### src/rtl/snoop_bus_arbiter_pkg.sv
// Shared definitions for the two-core snoop bus arbiter: bus widths and
// the transaction FSM state encoding.
package snoop_bus_arbiter_pkg;

    localparam int ADDR_W = 32;
    localparam int LINE_W = 128;

    typedef enum logic [1:0] {
        ST_IDLE,
        ST_WRITE,
        ST_READ,
        ST_RESP
    } state_t;

endpackage

### src/rtl/snoop_bus_arbiter_if.sv
// Bundle of both core request/response ports and the memory port.
// slave is the arbiter's view; master is the cores-plus-memory side.
interface snoop_bus_arbiter_if #(
    parameter int ADDR_W = snoop_bus_arbiter_pkg::ADDR_W,
    parameter int LINE_W = snoop_bus_arbiter_pkg::LINE_W
);

    logic              c0_rd_req;
    logic [ADDR_W-1:0] c0_rd_addr;
    logic              c0_ev_wren;
    logic [ADDR_W-1:0] c0_ev_addr;
    logic [LINE_W-1:0] c0_ev_line;
    logic [LINE_W-1:0] c0_line;
    logic              c0_line_valid;
    logic              c0_ack;

    logic              c1_rd_req;
    logic [ADDR_W-1:0] c1_rd_addr;
    logic              c1_ev_wren;
    logic [ADDR_W-1:0] c1_ev_addr;
    logic [LINE_W-1:0] c1_ev_line;
    logic [LINE_W-1:0] c1_line;
    logic              c1_line_valid;
    logic              c1_ack;

    logic [ADDR_W-1:0] mem_addr;
    logic [LINE_W-1:0] mem_wdata;
    logic              mem_wren;
    logic              mem_rden;
    logic [LINE_W-1:0] mem_rdata;
    logic              mem_ack;

    modport slave (
        input  c0_rd_req, c0_rd_addr, c0_ev_wren, c0_ev_addr, c0_ev_line,
        output c0_line, c0_line_valid, c0_ack,
        input  c1_rd_req, c1_rd_addr, c1_ev_wren, c1_ev_addr, c1_ev_line,
        output c1_line, c1_line_valid, c1_ack,
        output mem_addr, mem_wdata, mem_wren, mem_rden,
        input  mem_rdata, mem_ack
    );

    modport master (
        output c0_rd_req, c0_rd_addr, c0_ev_wren, c0_ev_addr, c0_ev_line,
        input  c0_line, c0_line_valid, c0_ack,
        output c1_rd_req, c1_rd_addr, c1_ev_wren, c1_ev_addr, c1_ev_line,
        input  c1_line, c1_line_valid, c1_ack,
        input  mem_addr, mem_wdata, mem_wren, mem_rden,
        output mem_rdata, mem_ack
    );

endinterface

### src/rtl/snoop_bus_arbiter_rr.sv
// Two-way round-robin grant selection: a lone requester wins, a tie goes
// to the core that was not granted last.
module rr_arbiter_2 (
    input  logic [1:0] req,
    input  logic       last_grant,
    output logic       grant
);

    always_comb begin
        grant = 1'b0;
        unique case (req)
            2'b01:   grant = 1'b0;
            2'b10:   grant = 1'b1;
            2'b11:   grant = ~last_grant;
            default: grant = ~last_grant;
        endcase
    end

endmodule

### src/rtl/snoop_bus_arbiter.sv
// Two-core snoop bus arbiter: grants one core at a time, runs an optional
// eviction write then an optional line read, and acknowledges that core.
module snoop_bus_arbiter #(
    parameter int ADDR_W = snoop_bus_arbiter_pkg::ADDR_W,
    parameter int LINE_W = snoop_bus_arbiter_pkg::LINE_W
) (
    input logic                clk,
    input logic                reset,
    snoop_bus_arbiter_if.slave bus
);
    import snoop_bus_arbiter_pkg::*;

    state_t            state;
    state_t            state_nxt;

    logic [1:0]        req;
    logic              pick;
    logic              last_grant;

    logic              sel_rd;
    logic              sel_ev;
    logic [ADDR_W-1:0] sel_rd_addr;
    logic [ADDR_W-1:0] sel_ev_addr;
    logic [LINE_W-1:0] sel_ev_line;

    logic              gnt;
    logic              lat_rd;
    logic              lat_ev;
    logic [ADDR_W-1:0] lat_rd_addr;
    logic [ADDR_W-1:0] lat_ev_addr;
    logic [LINE_W-1:0] lat_ev_line;

    logic [LINE_W-1:0] line0_q;
    logic [LINE_W-1:0] line1_q;

    assign req = {bus.c1_rd_req | bus.c1_ev_wren, bus.c0_rd_req | bus.c0_ev_wren};

    rr_arbiter_2 u_rr (
        .req        (req),
        .last_grant (last_grant),
        .grant      (pick)
    );

    always_comb begin
        if (pick) begin
            sel_rd      = bus.c1_rd_req;
            sel_ev      = bus.c1_ev_wren;
            sel_rd_addr = bus.c1_rd_addr;
            sel_ev_addr = bus.c1_ev_addr;
            sel_ev_line = bus.c1_ev_line;
        end else begin
            sel_rd      = bus.c0_rd_req;
            sel_ev      = bus.c0_ev_wren;
            sel_rd_addr = bus.c0_rd_addr;
            sel_ev_addr = bus.c0_ev_addr;
            sel_ev_line = bus.c0_ev_line;
        end
    end

    always_ff @(posedge clk) begin
        if (reset) begin
            state <= ST_IDLE;
        end else begin
            state <= state_nxt;
        end
    end

    // mem_ack only matters while a strobe is up; IDLE and RESP ignore it
    always_comb begin
        state_nxt = state;
        unique case (state)
            ST_IDLE: begin
                if (|req) begin
                    state_nxt = sel_ev ? ST_WRITE : ST_READ;
                end
            end
            ST_WRITE: begin
                if (bus.mem_ack) begin
                    state_nxt = lat_rd ? ST_READ : ST_RESP;
                end
            end
            ST_READ: begin
                if (bus.mem_ack) begin
                    state_nxt = ST_RESP;
                end
            end
            ST_RESP:  state_nxt = ST_IDLE;
            default:  state_nxt = ST_IDLE;
        endcase
    end

    // Request inputs are only looked at in IDLE; the latched copy drives the rest
    always_ff @(posedge clk) begin
        if (reset) begin
            gnt         <= 1'b0;
            last_grant  <= 1'b1;
            lat_rd      <= 1'b0;
            lat_ev      <= 1'b0;
            lat_rd_addr <= '0;
            lat_ev_addr <= '0;
            lat_ev_line <= '0;
            line0_q     <= '0;
            line1_q     <= '0;
        end else begin
            if (state == ST_IDLE && (|req)) begin
                gnt         <= pick;
                lat_rd      <= sel_rd;
                lat_ev      <= sel_ev;
                lat_rd_addr <= sel_rd_addr;
                lat_ev_addr <= sel_ev_addr;
                lat_ev_line <= sel_ev_line;
            end
            if (state == ST_READ && bus.mem_ack) begin
                if (gnt) begin
                    line1_q <= bus.mem_rdata;
                end else begin
                    line0_q <= bus.mem_rdata;
                end
            end
            if (state == ST_RESP) begin
                last_grant <= gnt;
            end
        end
    end

    always_comb begin
        bus.mem_wren      = 1'b0;
        bus.mem_rden      = 1'b0;
        bus.mem_addr      = '0;
        bus.mem_wdata     = '0;
        bus.c0_ack        = 1'b0;
        bus.c1_ack        = 1'b0;
        bus.c0_line_valid = 1'b0;
        bus.c1_line_valid = 1'b0;
        unique case (state)
            ST_WRITE: begin
                bus.mem_wren  = 1'b1;
                bus.mem_addr  = lat_ev_addr;
                bus.mem_wdata = lat_ev_line;
            end
            ST_READ: begin
                bus.mem_rden = 1'b1;
                bus.mem_addr = lat_rd_addr;
            end
            ST_RESP: begin
                if (gnt) begin
                    bus.c1_ack        = 1'b1;
                    bus.c1_line_valid = lat_rd;
                end else begin
                    bus.c0_ack        = 1'b1;
                    bus.c0_line_valid = lat_rd;
                end
            end
            default: ;
        endcase
    end

    assign bus.c0_line = line0_q;
    assign bus.c1_line = line1_q;

    mem_strobe_excl: assert property (@(posedge clk) disable iff (reset)
        !(bus.mem_wren && bus.mem_rden));

    resp_single_cycle: assert property (@(posedge clk) disable iff (reset)
        (state == ST_RESP) |=> (state == ST_IDLE));

    evict_only_skips_read: assert property (@(posedge clk) disable iff (reset)
        (state == ST_READ) |-> lat_rd);

    unused_ok: assert property (@(posedge clk) disable iff (reset)
        (state == ST_WRITE) |-> lat_ev);

endmodule

### src/flat_wrapper.sv
// flat-port wrapper written by rule: the top's interface ports become plain ports
module snoop_bus_arbiter_flat import snoop_bus_arbiter_pkg::*;
#(
    parameter int ADDR_W = snoop_bus_arbiter_pkg::ADDR_W,
    parameter int LINE_W = snoop_bus_arbiter_pkg::LINE_W
)
  (clk, reset, bus_c0_rd_req, bus_c0_rd_addr, bus_c0_ev_wren, bus_c0_ev_addr, bus_c0_ev_line, bus_c0_line, bus_c0_line_valid, bus_c0_ack, bus_c1_rd_req, bus_c1_rd_addr, bus_c1_ev_wren, bus_c1_ev_addr, bus_c1_ev_line, bus_c1_line, bus_c1_line_valid, bus_c1_ack, bus_mem_addr, bus_mem_wdata, bus_mem_wren, bus_mem_rden, bus_mem_rdata, bus_mem_ack);
  snoop_bus_arbiter_if #(.ADDR_W(ADDR_W), .LINE_W(LINE_W)) bus_i ();
  input logic clk;
  input logic reset;
  input wire logic [$bits(bus_i.c0_rd_req)-1:0] bus_c0_rd_req;
  input wire logic [$bits(bus_i.c0_rd_addr)-1:0] bus_c0_rd_addr;
  input wire logic [$bits(bus_i.c0_ev_wren)-1:0] bus_c0_ev_wren;
  input wire logic [$bits(bus_i.c0_ev_addr)-1:0] bus_c0_ev_addr;
  input wire logic [$bits(bus_i.c0_ev_line)-1:0] bus_c0_ev_line;
  output wire logic [$bits(bus_i.c0_line)-1:0] bus_c0_line;
  output wire logic [$bits(bus_i.c0_line_valid)-1:0] bus_c0_line_valid;
  output wire logic [$bits(bus_i.c0_ack)-1:0] bus_c0_ack;
  input wire logic [$bits(bus_i.c1_rd_req)-1:0] bus_c1_rd_req;
  input wire logic [$bits(bus_i.c1_rd_addr)-1:0] bus_c1_rd_addr;
  input wire logic [$bits(bus_i.c1_ev_wren)-1:0] bus_c1_ev_wren;
  input wire logic [$bits(bus_i.c1_ev_addr)-1:0] bus_c1_ev_addr;
  input wire logic [$bits(bus_i.c1_ev_line)-1:0] bus_c1_ev_line;
  output wire logic [$bits(bus_i.c1_line)-1:0] bus_c1_line;
  output wire logic [$bits(bus_i.c1_line_valid)-1:0] bus_c1_line_valid;
  output wire logic [$bits(bus_i.c1_ack)-1:0] bus_c1_ack;
  output wire logic [$bits(bus_i.mem_addr)-1:0] bus_mem_addr;
  output wire logic [$bits(bus_i.mem_wdata)-1:0] bus_mem_wdata;
  output wire logic [$bits(bus_i.mem_wren)-1:0] bus_mem_wren;
  output wire logic [$bits(bus_i.mem_rden)-1:0] bus_mem_rden;
  input wire logic [$bits(bus_i.mem_rdata)-1:0] bus_mem_rdata;
  input wire logic [$bits(bus_i.mem_ack)-1:0] bus_mem_ack;
  assign bus_i.c0_rd_req = bus_c0_rd_req;
  assign bus_i.c0_rd_addr = bus_c0_rd_addr;
  assign bus_i.c0_ev_wren = bus_c0_ev_wren;
  assign bus_i.c0_ev_addr = bus_c0_ev_addr;
  assign bus_i.c0_ev_line = bus_c0_ev_line;
  assign bus_c0_line = bus_i.c0_line;
  assign bus_c0_line_valid = bus_i.c0_line_valid;
  assign bus_c0_ack = bus_i.c0_ack;
  assign bus_i.c1_rd_req = bus_c1_rd_req;
  assign bus_i.c1_rd_addr = bus_c1_rd_addr;
  assign bus_i.c1_ev_wren = bus_c1_ev_wren;
  assign bus_i.c1_ev_addr = bus_c1_ev_addr;
  assign bus_i.c1_ev_line = bus_c1_ev_line;
  assign bus_c1_line = bus_i.c1_line;
  assign bus_c1_line_valid = bus_i.c1_line_valid;
  assign bus_c1_ack = bus_i.c1_ack;
  assign bus_mem_addr = bus_i.mem_addr;
  assign bus_mem_wdata = bus_i.mem_wdata;
  assign bus_mem_wren = bus_i.mem_wren;
  assign bus_mem_rden = bus_i.mem_rden;
  assign bus_i.mem_rdata = bus_mem_rdata;
  assign bus_i.mem_ack = bus_mem_ack;
  snoop_bus_arbiter #(.ADDR_W(ADDR_W), .LINE_W(LINE_W)) u_core (.clk(clk), .reset(reset), .bus(bus_i));
endmodule
### config.mk
export PLATFORM = sky130hd
export DESIGN_NAME = snoop_bus_arbiter_flat
export DESIGN_NICKNAME = d
export VERILOG_FILES = /design/src/rtl/snoop_bus_arbiter_pkg.sv /design/src/rtl/snoop_bus_arbiter_if.sv /design/src/rtl/snoop_bus_arbiter_rr.sv /design/src/rtl/snoop_bus_arbiter.sv /design/src/flat_wrapper.sv
export SDC_FILE = /design/constraint.sdc
export NUM_CORES = 1
export LEC_CHECK = 0
export ABC_AREA = 0
export CORE_AREA = 4 4 365 367
export DETAILED_ROUTE_END_ITERATION = 6
export DIE_AREA = 0 0 369 371
export GPL_TIMING_DRIVEN = 0
export SYNTH_ARGS = -nofsm -noshare
export SYNTH_HDL_FRONTEND = slang
export SYNTH_HIERARCHICAL = 1
export SYNTH_SLANG_ARGS = --single-unit
### constraint.sdc
create_clock -name clk -period 3.6 [get_ports clk]
set_input_delay 1.08 -clock clk [delete_from_list [all_inputs] [get_ports clk]]
set_output_delay 1.08 -clock clk [all_outputs]
set_load 0.005 [all_outputs]
# Word level (Yosys, flattened, before mapping)
# Index checks and enable logic that the tools add are counted.
[op_classes]
addsub = 0
n_mul = 0
div_mod_pow = 0
magnitude_cmp = 0
eq_ne = 8
shift = 0
muxes = 24
bitwise_logic = 4
reduce_logical = 7
[ops]
columns = ["op", "n"]
rows = [
  ["two-way mux 128 bit", 2],
  ["two-way mux 32 bit", 2],
  ["case mux 32 bit (2 select lines)", 1],
  ["two-way mux 1 bit", 13],
  ["two-way mux 2 bit", 4],
  ["case mux 2 bit (4 select lines)", 1],
  ["== test 2 bit, second input constant", 3],
  ["== test 2 x 1 -> 1 bit, second input constant", 2],
  ["inequality test 2 bit, second input constant", 2],
  ["AND reduction 2 bit", 2],
  ["AND reduction 3 bit", 1],
  ["logical AND 1 bit", 2],
  ["logical NOT 2 bit", 1],
  ["inequality test 2 x 1 -> 1 bit, second input constant", 1],
  ["inverter 1 bit", 2],
  ["bitwise OR 1 bit", 2],
  ["case mux 1 bit (2 select lines)", 1],
  ["OR reduction 2 bit", 1],
]
[word_totals]
register_bits = 453
latchBits = 0
ramBits = 0
mem_bits_ro = 0
inputBits = 519
out_inout_bits = 422
word_cells = 52
mem_count = 0

# Logic depth before layout (Yosys ltp)
# Gate-level depths: netlist of the first run.
[depth]
ltp_word = 7
mapped_depth = 10

# Modules after synthesis
# The synthesis of the first run kept the hierarchy.
[modules_own_cells]
columns = ["mod", "instances", "cells_per_inst", "area_each_um2", "seq_area_each_um2"]
rows = [
  ["snoop_bus_arbiter", 1, 2222, 19835.3, 9068.7],
  ["rr_arbiter_2", 1, 4, 30.0, 0.0],
]

# Worst setup path before layout of the first run
# No wires, ideal clock.
[synth_timing]
path_type = "in2reg"
start = "input bus_c1_ev_wren"
end = "register u_core.lat_ev_addr[0]"
setup_ns = 0.146
arrival_time_ns = 2.685
required_time_ns = 3.454
setup_slack_ns = 0.769
cell_stages = 8
path_buffers = 3
path_cell_list = "or2_2 > ha_1 > mux2i_1 > buf_2 > buf_4 > buf_2 > mux2i_1 > a211oi_2"
[synth_between]
elab_chain_cells = 4
[synth_lines]
columns = ["item", "line_no", "text"]
rows = [
  ["start, declared", "flat_wrapper.sv:21", "input wire logic [$bits(bus_i.c1_ev_wren)-1:0] bus_c1_ev_wren;"],
  ["bitwise OR 1 bit *", "snoop_bus_arbiter.sv:36", "assign req = {bus.c1_rd_req | bus.c1_ev_wren, bus.c0_rd_req | bus.c0_ev_wren};"],
  ["== test 2 bit or == test 2 x 1 -> 1 bit (tied branches)", "snoop_bus_arbiter_rr.sv:11", "unique case (req)"],
  ["case mux 1 bit (2 select lines) *", "snoop_bus_arbiter_rr.sv:11", ""],
  ["named net u_core.pick", "snoop_bus_arbiter.sv:17", "logic pick;"],
  ["two-way mux 32 bit *", "snoop_bus_arbiter.sv:45", "if (pick) begin"],
  ["end signal, assigned", "snoop_bus_arbiter.sv:110", "lat_ev_addr <= sel_ev_addr;"],
  ["end, declared", "snoop_bus_arbiter.sv:30", "logic [ADDR_W-1:0] lat_ev_addr;"],
]
# The timed path passes the listed nets; every way through them passes the cells marked *.
# A chain may end at the register's enable or synchronous reset.

# Worst setup path in the final report of the first run
[layout_timing]
start = "input bus_c1_rd_req"
end = "register u_core.lat_ev_addr[28]"
[layout_between]
elab_chain_cells = 4
[layout_lines]
columns = ["item", "line_no", "text"]
rows = [
  ["start, declared", "flat_wrapper.sv:19", "input wire logic [$bits(bus_i.c1_rd_req)-1:0] bus_c1_rd_req;"],
  ["bitwise OR 1 bit *", "snoop_bus_arbiter.sv:36", ""],
  ["named net u_core.req[1]", "snoop_bus_arbiter.sv:16", "logic [1:0] req;"],
  ["== test 2 bit or == test 2 x 1 -> 1 bit (tied branches)", "snoop_bus_arbiter_rr.sv:11", ""],
  ["case mux 1 bit (2 select lines) *", "snoop_bus_arbiter_rr.sv:11", ""],
  ["named net u_core.pick", "snoop_bus_arbiter.sv:17", ""],
  ["two-way mux 32 bit *", "snoop_bus_arbiter.sv:45", ""],
]
# Marked as above.

==> summary.json, run 1 <==
{
  "async_reset_ff_share": {"value": 0, "unit": "%"},
  "place.port_buffers": {"value": 939},
  "synth-seq-area-share": {"value": 45.7, "unit": "%"},
  "yosysUniqueCellTypes": {"value": 29},
  "synth-warning-count": {"value": 6},
  "cell_internal_pwr": {"value": 13700, "unit": "uW"},
  "vdd.ir_drop.worst": {"value": 0.000395, "unit": "V"},
  "wire_length_of_the_first_global_routing_pass": {"value": 174000, "unit": "um"},
  "min-delay-start": {"value": "u_core/bus.c0_line[17]$_SDFFE_PP0P_"},
  "worstHoldPathType": {"value": "register to register"},
  "power.share.combinational": {"value": 40.7, "unit": "%"},
  "gpl.final_weighted_congestion": {"value": 0.872},
  "fp.coreArea": {"value": 0.129, "unit": "sq mm"},
  "synth_to_layout_area_growth": {"value": 71.3, "unit": "%"},
  "floorplan.initialDensity": {"value": 15.3, "unit": "%"},
  "worstPathMaxFanout": {"value": 10},
  "syn_area": {"value": 0.0199, "unit": "sq mm"},
  "drv.max_cap_violation_count": {"value": 0},
  "multiInputGateArea": {"value": 0.00997, "unit": "sq mm"},
  "global_route.overflow_total": {"value": 0},
  "clk_latency": {"value": 0.65, "unit": "ns"},
  "timing_worst_setup_path_type": {"value": "input pin to register"},
  "p_leak": {"value": 0.0125, "unit": "uW"},
  "worstHoldPathCells": {"value": 2},
  "die-height": {"value": 371, "unit": "um"},
  "p_per_cell_area": {"value": 639, "unit": "mW/mm^2"},
  "rsz0062_at_grt": {"value": "true"},
  "sequential_cell_area": {"value": 0.00907, "unit": "sq mm"},
  "achievable-frequency": {"value": 0.285, "unit": "GHz"},
  "tightestPinTransition": {"value": 1.17, "unit": "ns"},
  "cts_tree": {"value": "done"},
  "p_clk_share": {"value": 28.7, "unit": "%"},
  "cts_sinks": {"value": 453},
  "dp.final_hpwl": {"value": 111000, "unit": "um"},
  "viasPerCell": {"value": 4.09},
  "drt.antenna.violating_nets": {"value": 0},
  "r2r-start": {"value": "u_core/state[0]$_SDFFE_PP0P_"},
  "grt_start_max_net_pins": {"value": 17},
  "drc_errors": {"value": 0},
  "clock_tree_root_driver_cell": {"value": "sky130_fd_sc_hd__clkbuf_16"},
  "reg2reg_to": {"value": "u_core/bus.c0_line[19]$_SDFFE_PP0P_"},
  "number_of_cell_rows": {"value": 132},
  "worst_path_max_delay_cell": {"value": "sky130_fd_sc_hd__mux2i_2"},
  "worst-endpoint-required": {"value": 4.07, "unit": "ns"},
  "clk_transition_reported_paths": {"value": 0.06, "unit": "ns"},
  "yosys-top-cells-count": {"value": "sky130_fd_sc_hd__nand2_1 (512), sky130_fd_sc_hd__dfxtp_1 (453), sky130_fd_sc_hd__a21oi_1 (256), sky130_fd_sc_hd__mux2i_1 (197), sky130_fd_sc_hd__nor2_1 (196)"},
  "post_route_cells_drive_above_1_share": {"value": 13.4, "unit": "%"},
  "worst_clock_skew": {"value": 0.0316, "unit": "ns"},
  "detail_route.first_pass.iterations": {"value": 6},
  "critical_path_data_arrival_time": {"value": 3.98, "unit": "ns"},
  "drt_iter0_markers": {"value": 1281},
  "final_nets": {"value": 3760},
  "critical_path_startpoint_category": {"value": "input pin"},
  "finalSetupViolations": {"value": 0},
  "critPathMaxStageDelay": {"value": 0.56, "unit": "ns"},
  "totalNegativeSetupSlack": {"value": 0, "unit": "ns"},
  "critical-path-top-delay-family": {"value": "buffers and inverters"},
  "clk_path_buf_depth": {"value": 3},
  "power.share.switching": {"value": 36.8, "unit": "%"},
  "synthDominantCellAreaShare": {"value": 45.7, "unit": "%"},
  "count_of_vias_placed_by_the_detailed_router": {"value": 20598},
  "wl": {"value": 133000, "unit": "um"},
  "dominant_cells_by_area_after_synthesis": {"value": "sky130_fd_sc_hd__dfxtp_1 (46%), sky130_fd_sc_hd__a211oi_2 (12%), sky130_fd_sc_hd__mux2i_1 (9.9%)"},
  "cp_cell_sequence": {"value": "clkdlybuf4s50_1, or2_2, ha_1, mux2i_1, buf_2, buf_4, clkbuf_4, mux2i_2, a211oi_2"},
  "timing.final.max_slew_violations": {"value": 0},
  "reg2reg_setup_slack": {"value": 1.11, "unit": "ns"},
  "worstSetupEndpointType": {"value": "register"},
  "flip_flop_and_latch_count_after_synthesis": {"value": 453},
  "worst_reg_to_reg_cells": {"value": 7},
  "dieWidth": {"value": 369, "unit": "um"},
  "period_share": {"value": 97.6, "unit": "%"},
  "netSwitchingPower": {"value": 8010, "unit": "uW"},
  "power.total": {"value": 21700, "unit": "uW"},
  "cp_num_buf_inv": {"value": 4},
  "worst_hold_path.endpoint": {"value": "u_core/bus.c0_line[17]$_SDFFE_PP0P_"},
  "hold_viol": {"value": 0},
  "synth_edf_count": {"value": 0},
  "avgSynthCellArea": {"value": 8.92, "unit": "sq um"},
  "cts_htree_levels": {"value": 2},
  "yosys_most_used_dff": {"value": "sky130_fd_sc_hd__dfxtp_1"},
  "power_frac_seq": {"value": 30.6, "unit": "%"},
  "synth.net_count": {"value": 2752},
  "fin_hold_ws": {"value": 0.451, "unit": "ns"},
  "cts-buffers-inserted": {"value": 58},
  "synthesis.instances": {"value": 2226},
  "avgRoutedWirePerCell": {"value": 26.3, "unit": "um"},
  "status": {"value": "completed"},
  "ios": {"value": 941},
  "worst_slew_margin_rel": {"value": 21.9, "unit": "%"},
  "die_area": {"value": 0.137, "unit": "sq mm"},
  "finalCriticalPeriod": {"value": 3.51, "unit": "ns"},
  "antenna_found_initial": {"value": 70},
  "grtUsageTotal": {"value": 18.4, "unit": "%"},
  "synth_area_leader": {"value": "sky130_fd_sc_hd__dfxtp_1"},
  "number_of_global_route_vias_before_repair": {"value": 20679},
  "final.fill_count": {"value": 14050},
  "most_common_cell_in_the_synthesized_netlist": {"value": "sky130_fd_sc_hd__nand2_1"}
}
[routing by layer]
metal | wire length (um) | part of all wire (%) | global-route usage, % | vias to the layer above
met5 | 272 | 0.21 | 0 | -
met4 | 4100 | 3.1 | 4.93 | 42
met3 | 13700 | 10 | 7.51 | 224
met2 | 64000 | 48 | 31.9 | 941
met1 | 50500 | 38 | 20.7 | 9836
li1 | - | - | - | 9555
[state kept, by name, indices dropped and copies added, names as in the netlist]
register and flops:
u_core/bus.c0_line 128, u_core/lat_ev_line 128, u_core/state 2, u_core/lat_rd_addr 32, u_core/bus.c1_line 128, u_core/lat_ev_addr 32
u_core/gnt 1, u_core/lat_rd 1, u_core/last_grant 1
[metrics by stage]
step / area, sq um / setup slack [ns] / std cells / utilization [%]
finish: 34000 / 0.0881 / 5038 / 26.3
global route: 34000 / -0.00870 / 5031 / 26.3
CTS: 33800 / -0.143 / 5016 / 26.1
detailed placement: 31400 / -1.24 / 4907 / 24.3
global placement: 31400 / -1.28 / 4907 / 24.3
floorplan: 19900 / 0.769 / 2226 / -
[worst register-to-register path, cell delays in order (launching register included)]
cell	delay (ns)
sky130_fd_sc_hd__dfxtp_2	0.36
sky130_fd_sc_hd__inv_2	0.12
sky130_fd_sc_hd__ha_2	0.32
sky130_fd_sc_hd__and3b_1	0.21
sky130_fd_sc_hd__clkbuf_1	0.72
sky130_fd_sc_hd__buf_2	0.38
sky130_fd_sc_hd__nand2_1	0.13
sky130_fd_sc_hd__a21oi_1	0.16
[placed cells by master (no fill, tap or decap), drive strengths merged, types with 2 or more instances in the layout]
master / n
clkdlybuf4s50: 827
nand2: 512
dfxtp: 453
a21oi: 256
mux2i: 197
nor2: 196
a211oi: 195
clkbuf: 172
and2: 130
buf: 112
dlygate4sd2: 76
dlymetal6s2s: 36
a22oi: 32
nor2b: 32
diode: 20
clkinv: 10
inv: 10
bufinv: 8
ha: 7
and3: 2
nand2b: 2
or2: 2
[layout make-up]
type / instances / share of cell area (%)
clock inverter: 23 / 1.10
buffer: 195 / 3.56
antenna: 20 / 0.147
clock buffer: 79 / 4.82
inverter: 5 / 0.0625
multi-input combinational: 1572 / 29.3
tap: 1742 / 6.40
sequential: 453 / 26.7
timing repair buffer: 949 / 27.9
[cell families (layout without fill, tap and decap cells)]
group,after synthesis,count (layout),share of synthesized area [%]
flops,453,453,45.7
simple gates,880,880,18.8
mux,197,197,9.93
compound gates,488,488,20.1
buf+inv,201,1251,5.12
fa+ha+maj,7,7,0.441
other cells,0,20,0
[worst max-delay path by stage]
stage / start / end / cells past startpoint
CTS: u_core/state[1]$_SDFFE_PP0P_ / bus_mem_addr[24] / 6
global placement: u_core/state[1]$_SDFFE_PP0P_ / bus_mem_wdata[78] / 7
finish: bus_c1_rd_req / u_core/lat_ev_addr[28]$_SDFFE_PP0P_ / 9
detailed placement: u_core/state[1]$_SDFFE_PP0P_ / bus_mem_wdata[96] / 7
global route: u_core/state[1]$_SDFFE_PP0P_ / bus_mem_wdata[56] / 7
floorplan: bus_c1_ev_wren / u_core/lat_ev_addr[0]$_SDFFE_PP0P_ / 8
[power by group through the flow]
stage	Sequential (uW)	Clock, uW	Combinational (uW)
2_1_floorplan	6550	0	4820
3_5_place_dp	6710	0	8600
4_1_cts	6640	6410	8950
6_report	6650	6230	8850
3_3_place_gp	6700	0	8490
5_1_grt	6760	6600	9530
[repair_timing]
| action | in CTS | in global routing |
|---|---|---|
| gates cloned | 2 | 0 |
| resized for setup | 174 | 59 |
| pin swaps | 1 | 0 |
| setup buffers | 6 | 2 |
| setup endpoints to repair | 184 | 40 |
| hold buffers | 0 | 0 |
Note: power is estimated with default switching activity, not from simulation.
==> inputs of run 2 (changes only) <==
- RECOVER_POWER: unset -> 100
==> summary.json, run 2 (synthesized netlist as in run 1, its figures left out) <==
{
  "status": {"value": "completed", "change": "unchanged"},
  "final_cell_mix": {"value": "sky130_fd_sc_hd__clkdlybuf4s50_1 (569), sky130_fd_sc_hd__nand2_1 (512), sky130_fd_sc_hd__dfxtp_1 (451), sky130_fd_sc_hd__dlygate4sd3_1 (258), sky130_fd_sc_hd__a21oi_1 (256)", "change": "was sky130_fd_sc_hd__clkdlybuf4s50_1 (827), sky130_fd_sc_hd__nand2_1 (512), sky130_fd_sc_hd__dfxtp_1 (451), sky130_fd_sc_hd__a21oi_1 (256), sky130_fd_sc_hd__nor2_1 (196)"},
  "rsz0062_at_grt": {"value": "true", "change": "unchanged"},
  "grt_start_max_net_pins": {"value": 17, "change": "unchanged"},
  "p_per_cell_area": {"value": 637, "unit": "mW/mm^2", "change": "was 639 mW/mm^2"},
  "hold_viol": {"value": 0, "change": "unchanged"},
  "fin_hold_ws": {"value": 0.448, "unit": "ns", "change": "was 0.451 ns"},
  "timing.final.max_slew_violations": {"value": 0, "change": "unchanged"},
  "die_area": {"value": 0.137, "unit": "sq mm", "change": "unchanged"},
  "cts_htree_levels": {"value": 2, "change": "unchanged"},
  "detail_route.first_pass.iterations": {"value": 6, "change": "unchanged"},
  "floorplan.initialDensity": {"value": 15.3, "unit": "%", "change": "unchanged"},
  "worstHoldPathType": {"value": "register to register", "change": "unchanged"},
  "gpl.final_weighted_congestion": {"value": 0.872, "change": "unchanged"},
  "critical_path_startpoint_category": {"value": "input pin", "change": "unchanged"},
  "count_of_vias_placed_by_the_detailed_router": {"value": 20571, "change": "about the same"},
  "power.share.switching": {"value": 37.0, "unit": "%", "change": "was 36.8%"},
  "antenna_found_initial": {"value": 70, "change": "unchanged"},
  "worst_clock_skew": {"value": 0.0301, "unit": "ns", "change": "was 0.0316 ns"},
  "dp.final_hpwl": {"value": 111000, "unit": "um", "change": "unchanged"},
  "clk_path_buf_depth": {"value": 3, "change": "unchanged"},
  "dieWidth": {"value": 369, "unit": "um", "change": "unchanged"},
  "worst_slew_margin_rel": {"value": 23.4, "unit": "%", "change": "was 21.9%"},
  "power.share.combinational": {"value": 40.5, "unit": "%", "change": "was 40.7%"},
  "final.fill_count": {"value": 14052, "change": "about the same"},
  "avgRoutedWirePerCell": {"value": 26.3, "unit": "um", "change": "about the same"},
  "ios": {"value": 941, "change": "unchanged"},
  "worst-endpoint-required": {"value": 4.08, "unit": "ns", "change": "was 4.07 ns"},
  "preCtsSetupSlack": {"value": -1.24, "unit": "ns", "change": "unchanged"},
  "vdd.ir_drop.worst": {"value": 0.000393, "unit": "V", "change": "was 0.000395 V"},
  "worst_slack": {"value": 0.0643, "unit": "ns", "change": "was 0.0881 ns"},
  "period_share": {"value": 98.2, "unit": "%", "change": "was 97.6%"},
  "number_of_cell_rows": {"value": 132, "change": "unchanged"},
  "p_leak": {"value": 0.0133, "unit": "uW", "change": "was 0.0125 uW"},
  "final_common_cell": {"value": "sky130_fd_sc_hd__clkdlybuf4s50_1", "change": "unchanged"},
  "clk_latency": {"value": 0.66, "unit": "ns", "change": "was 0.65 ns"},
  "met3_track_demand_over_resource_in_global_routing": {"value": 7.51, "unit": "%", "change": "unchanged"},
  "wire_length_of_the_first_global_routing_pass": {"value": 174000, "unit": "um", "change": "unchanged"},
  "cts-buffers-inserted": {"value": 58, "change": "unchanged"},
  "netSwitchingPower": {"value": 8000, "unit": "uW", "change": "was 8010 uW"},
  "gr-usage-met2": {"value": 31.9, "unit": "%", "change": "unchanged"},
  "worst_path_max_delay_cell": {"value": "sky130_fd_sc_hd__mux2i_1", "change": "was sky130_fd_sc_hd__mux2i_2"},
  "timing_worst_setup_path_type": {"value": "input pin to register", "change": "unchanged"},
  "drt_iter0_markers": {"value": 1252, "change": "was 1281"},
  "cts_tree": {"value": "done", "change": "unchanged"},
  "global_route.overflow_total": {"value": 0, "change": "unchanged"},
  "viasPerCell": {"value": 4.08, "change": "was 4.09"},
  "wl": {"value": 133000, "unit": "um", "change": "about the same"},
  "finalSetupViolations": {"value": 0, "change": "unchanged"},
  "drv.max_cap_violation_count": {"value": 0, "change": "unchanged"},
  "drc_errors": {"value": 0, "change": "unchanged"},
  "achievable-frequency": {"value": 0.283, "unit": "GHz", "change": "was 0.285 GHz"},
  "number_of_global_route_vias_before_repair": {"value": 20679, "change": "unchanged"},
  "place.port_buffers": {"value": 939, "change": "unchanged"},
  "instances_no_fill": {"value": 5037, "change": "was 5038"},
  "fp.coreArea": {"value": 0.129, "unit": "sq mm", "change": "unchanged"},
  "cell_internal_pwr": {"value": 13700, "unit": "uW", "change": "about the same"},
  "synth_to_layout_area_growth": {"value": 71.2, "unit": "%", "change": "was 71.3%"},
  "cts_sinks": {"value": 453, "change": "unchanged"},
  "totalNegativeSetupSlack": {"value": 0, "unit": "ns", "change": "unchanged"},
  "grt_busiest_layer": {"value": "met2", "change": "unchanged"},
  "worstSetupEndpointType": {"value": "register", "change": "unchanged"},
  "post_route_cells_drive_above_1_share": {"value": 12.9, "unit": "%", "change": "was 13.4%"},
  "grtUsageTotal": {"value": 18.4, "unit": "%", "change": "unchanged"},
  "met1_usage": {"value": 20.7, "unit": "%", "change": "unchanged"},
  "die-height": {"value": 371, "unit": "um", "change": "unchanged"},
  "finalCriticalPeriod": {"value": 3.54, "unit": "ns", "change": "was 3.51 ns"},
  "power_frac_seq": {"value": 30.7, "unit": "%", "change": "was 30.6%"},
  "final_nets": {"value": 3760, "change": "unchanged"},
  "tightestPinTransition": {"value": 1.15, "unit": "ns", "change": "was 1.17 ns"},
  "place.detailed.instances": {"value": 4907, "change": "unchanged"},
  "worstPathMaxFanout": {"value": 10, "change": "unchanged"},
  "critical_path_data_arrival_time": {"value": 4.02, "unit": "ns", "change": "was 3.98 ns"},
  "clock_tree_root_driver_cell": {"value": "sky130_fd_sc_hd__clkbuf_16", "change": "unchanged"},
  "critPathMaxStageDelay": {"value": 0.74, "unit": "ns", "change": "was 0.56 ns"},
  "drt.antenna.violating_nets": {"value": 0, "change": "unchanged"},
  "cp_cell_sequence": {"value": "clkdlybuf4s50_1, or2_2, ha_1, mux2i_1, buf_2, clkbuf_2, mux2i_1, a211oi_2", "change": "was clkdlybuf4s50_1, or2_2, ha_1, mux2i_1, buf_2, buf_4, clkbuf_4, mux2i_2, a211oi_2"},
  "p_clk_share": {"value": 28.8, "unit": "%", "change": "was 28.7%"},
  "crit_top_cell": {"value": "sky130_fd_sc_hd__mux2i_1"},
  "reg2reg_setup_slack": {"value": 0.91, "unit": "ns", "change": "was 1.11 ns"},
  "clk_transition_reported_paths": {"value": 0.06, "unit": "ns", "change": "about the same"}
}
run 2: changes by cell type in the layout (fill, tap and decap cells not counted), sizes merged:
| cell | delta |
|---|---|
| buf | -19 |
| diode | -1 |
| clkbuf | +19 |
| dlygate4sd3 | +258 |
| clkdlybuf4s50 | -258 |
run 2: path summary, 6_finish.rpt:
path                                  startpoint                                   end  cells after the start
max                                bus_c1_rd_req  u_core/lat_ev_line[127]$_SDFFE_PP0P_                      8
min          u_core/bus.c0_line[17]$_SDFFE_PP0P_   u_core/bus.c0_line[17]$_SDFFE_PP0P_                      2
max reg2reg         u_core/state[0]$_SDFFE_PP0P_   u_core/bus.c1_line[88]$_SDFFE_PP0P_                      7
min reg2reg  u_core/bus.c0_line[17]$_SDFFE_PP0P_   u_core/bus.c0_line[17]$_SDFFE_PP0P_                      2
run 2: routing by layer:
layer | vias up | wire, um | share of wire [%]
met1 | 9828 | 50800 | 38
met2 | 927 | 64200 | 48
li1 | 9550 | - | -
met3 | 224 | 13300 | 10
met4 | 42 | 3910 | 2.9
met5 | - | 271 | 0.20
run 2: worst max-delay path, delay by kind of cell:
family | cells | cell delay, ns
muxes | 2 | 0.90
and+or+nand+nor | 1 | 0.32
adders and majority gates | 1 | 0.29
AOI/OAI and AO/OA | 1 | 0.15
buffers and inverters | 3 | 1.24
run 2: layout make-up:
type	count	area, sq um	share of cell area (%)
diodes	19	47.5	0.140
plain buffers	195	1190	3.51
clock buffers	79	1640	4.82
clock inverters	23	375	1.10
inverters	5	21.3	0.0625
multi-input cells	1572	9970	29.3
flip-flops and latches	453	9070	26.7
well taps	1742	2180	6.41
repair buffers	949	9510	28.0
run 2: per-stage QoR:
| stage | util, % | power, uW | instance area, sq um |
|---|---|---|---|
| 5_1_grt | 26.3 | 22800 | 34000 |
| 6_report | 26.3 | 21700 | 34000 |
| 4_1_cts | 26.1 | 22000 | 33800 |
| 3_5_place_dp | 24.3 | 15300 | 31400 |
| 3_3_place_gp | 24.3 | 15200 | 31400 |
| 2_1_floorplan | - | 11400 | 19900 |
run 2: repair_timing:
item,4_1_cts,5_1_grt
pin swaps,1,0
cloned,2,0
resized for setup,174,59
buffers inserted,6,2
endpoints found under the setup margin,184,40
hold buffers,0,0
run 2: power by group through the flow:
stage / Combinational [uW] / Sequential, uW / Clock, uW
floorplan: 4820 / 6550 / 0
global placement: 8490 / 6700 / 0
detailed placement: 8600 / 6710 / 0
CTS: 8950 / 6640 / 6410
global route: 9450 / 6750 / 6600
finish: 8770 / 6650 / 6240
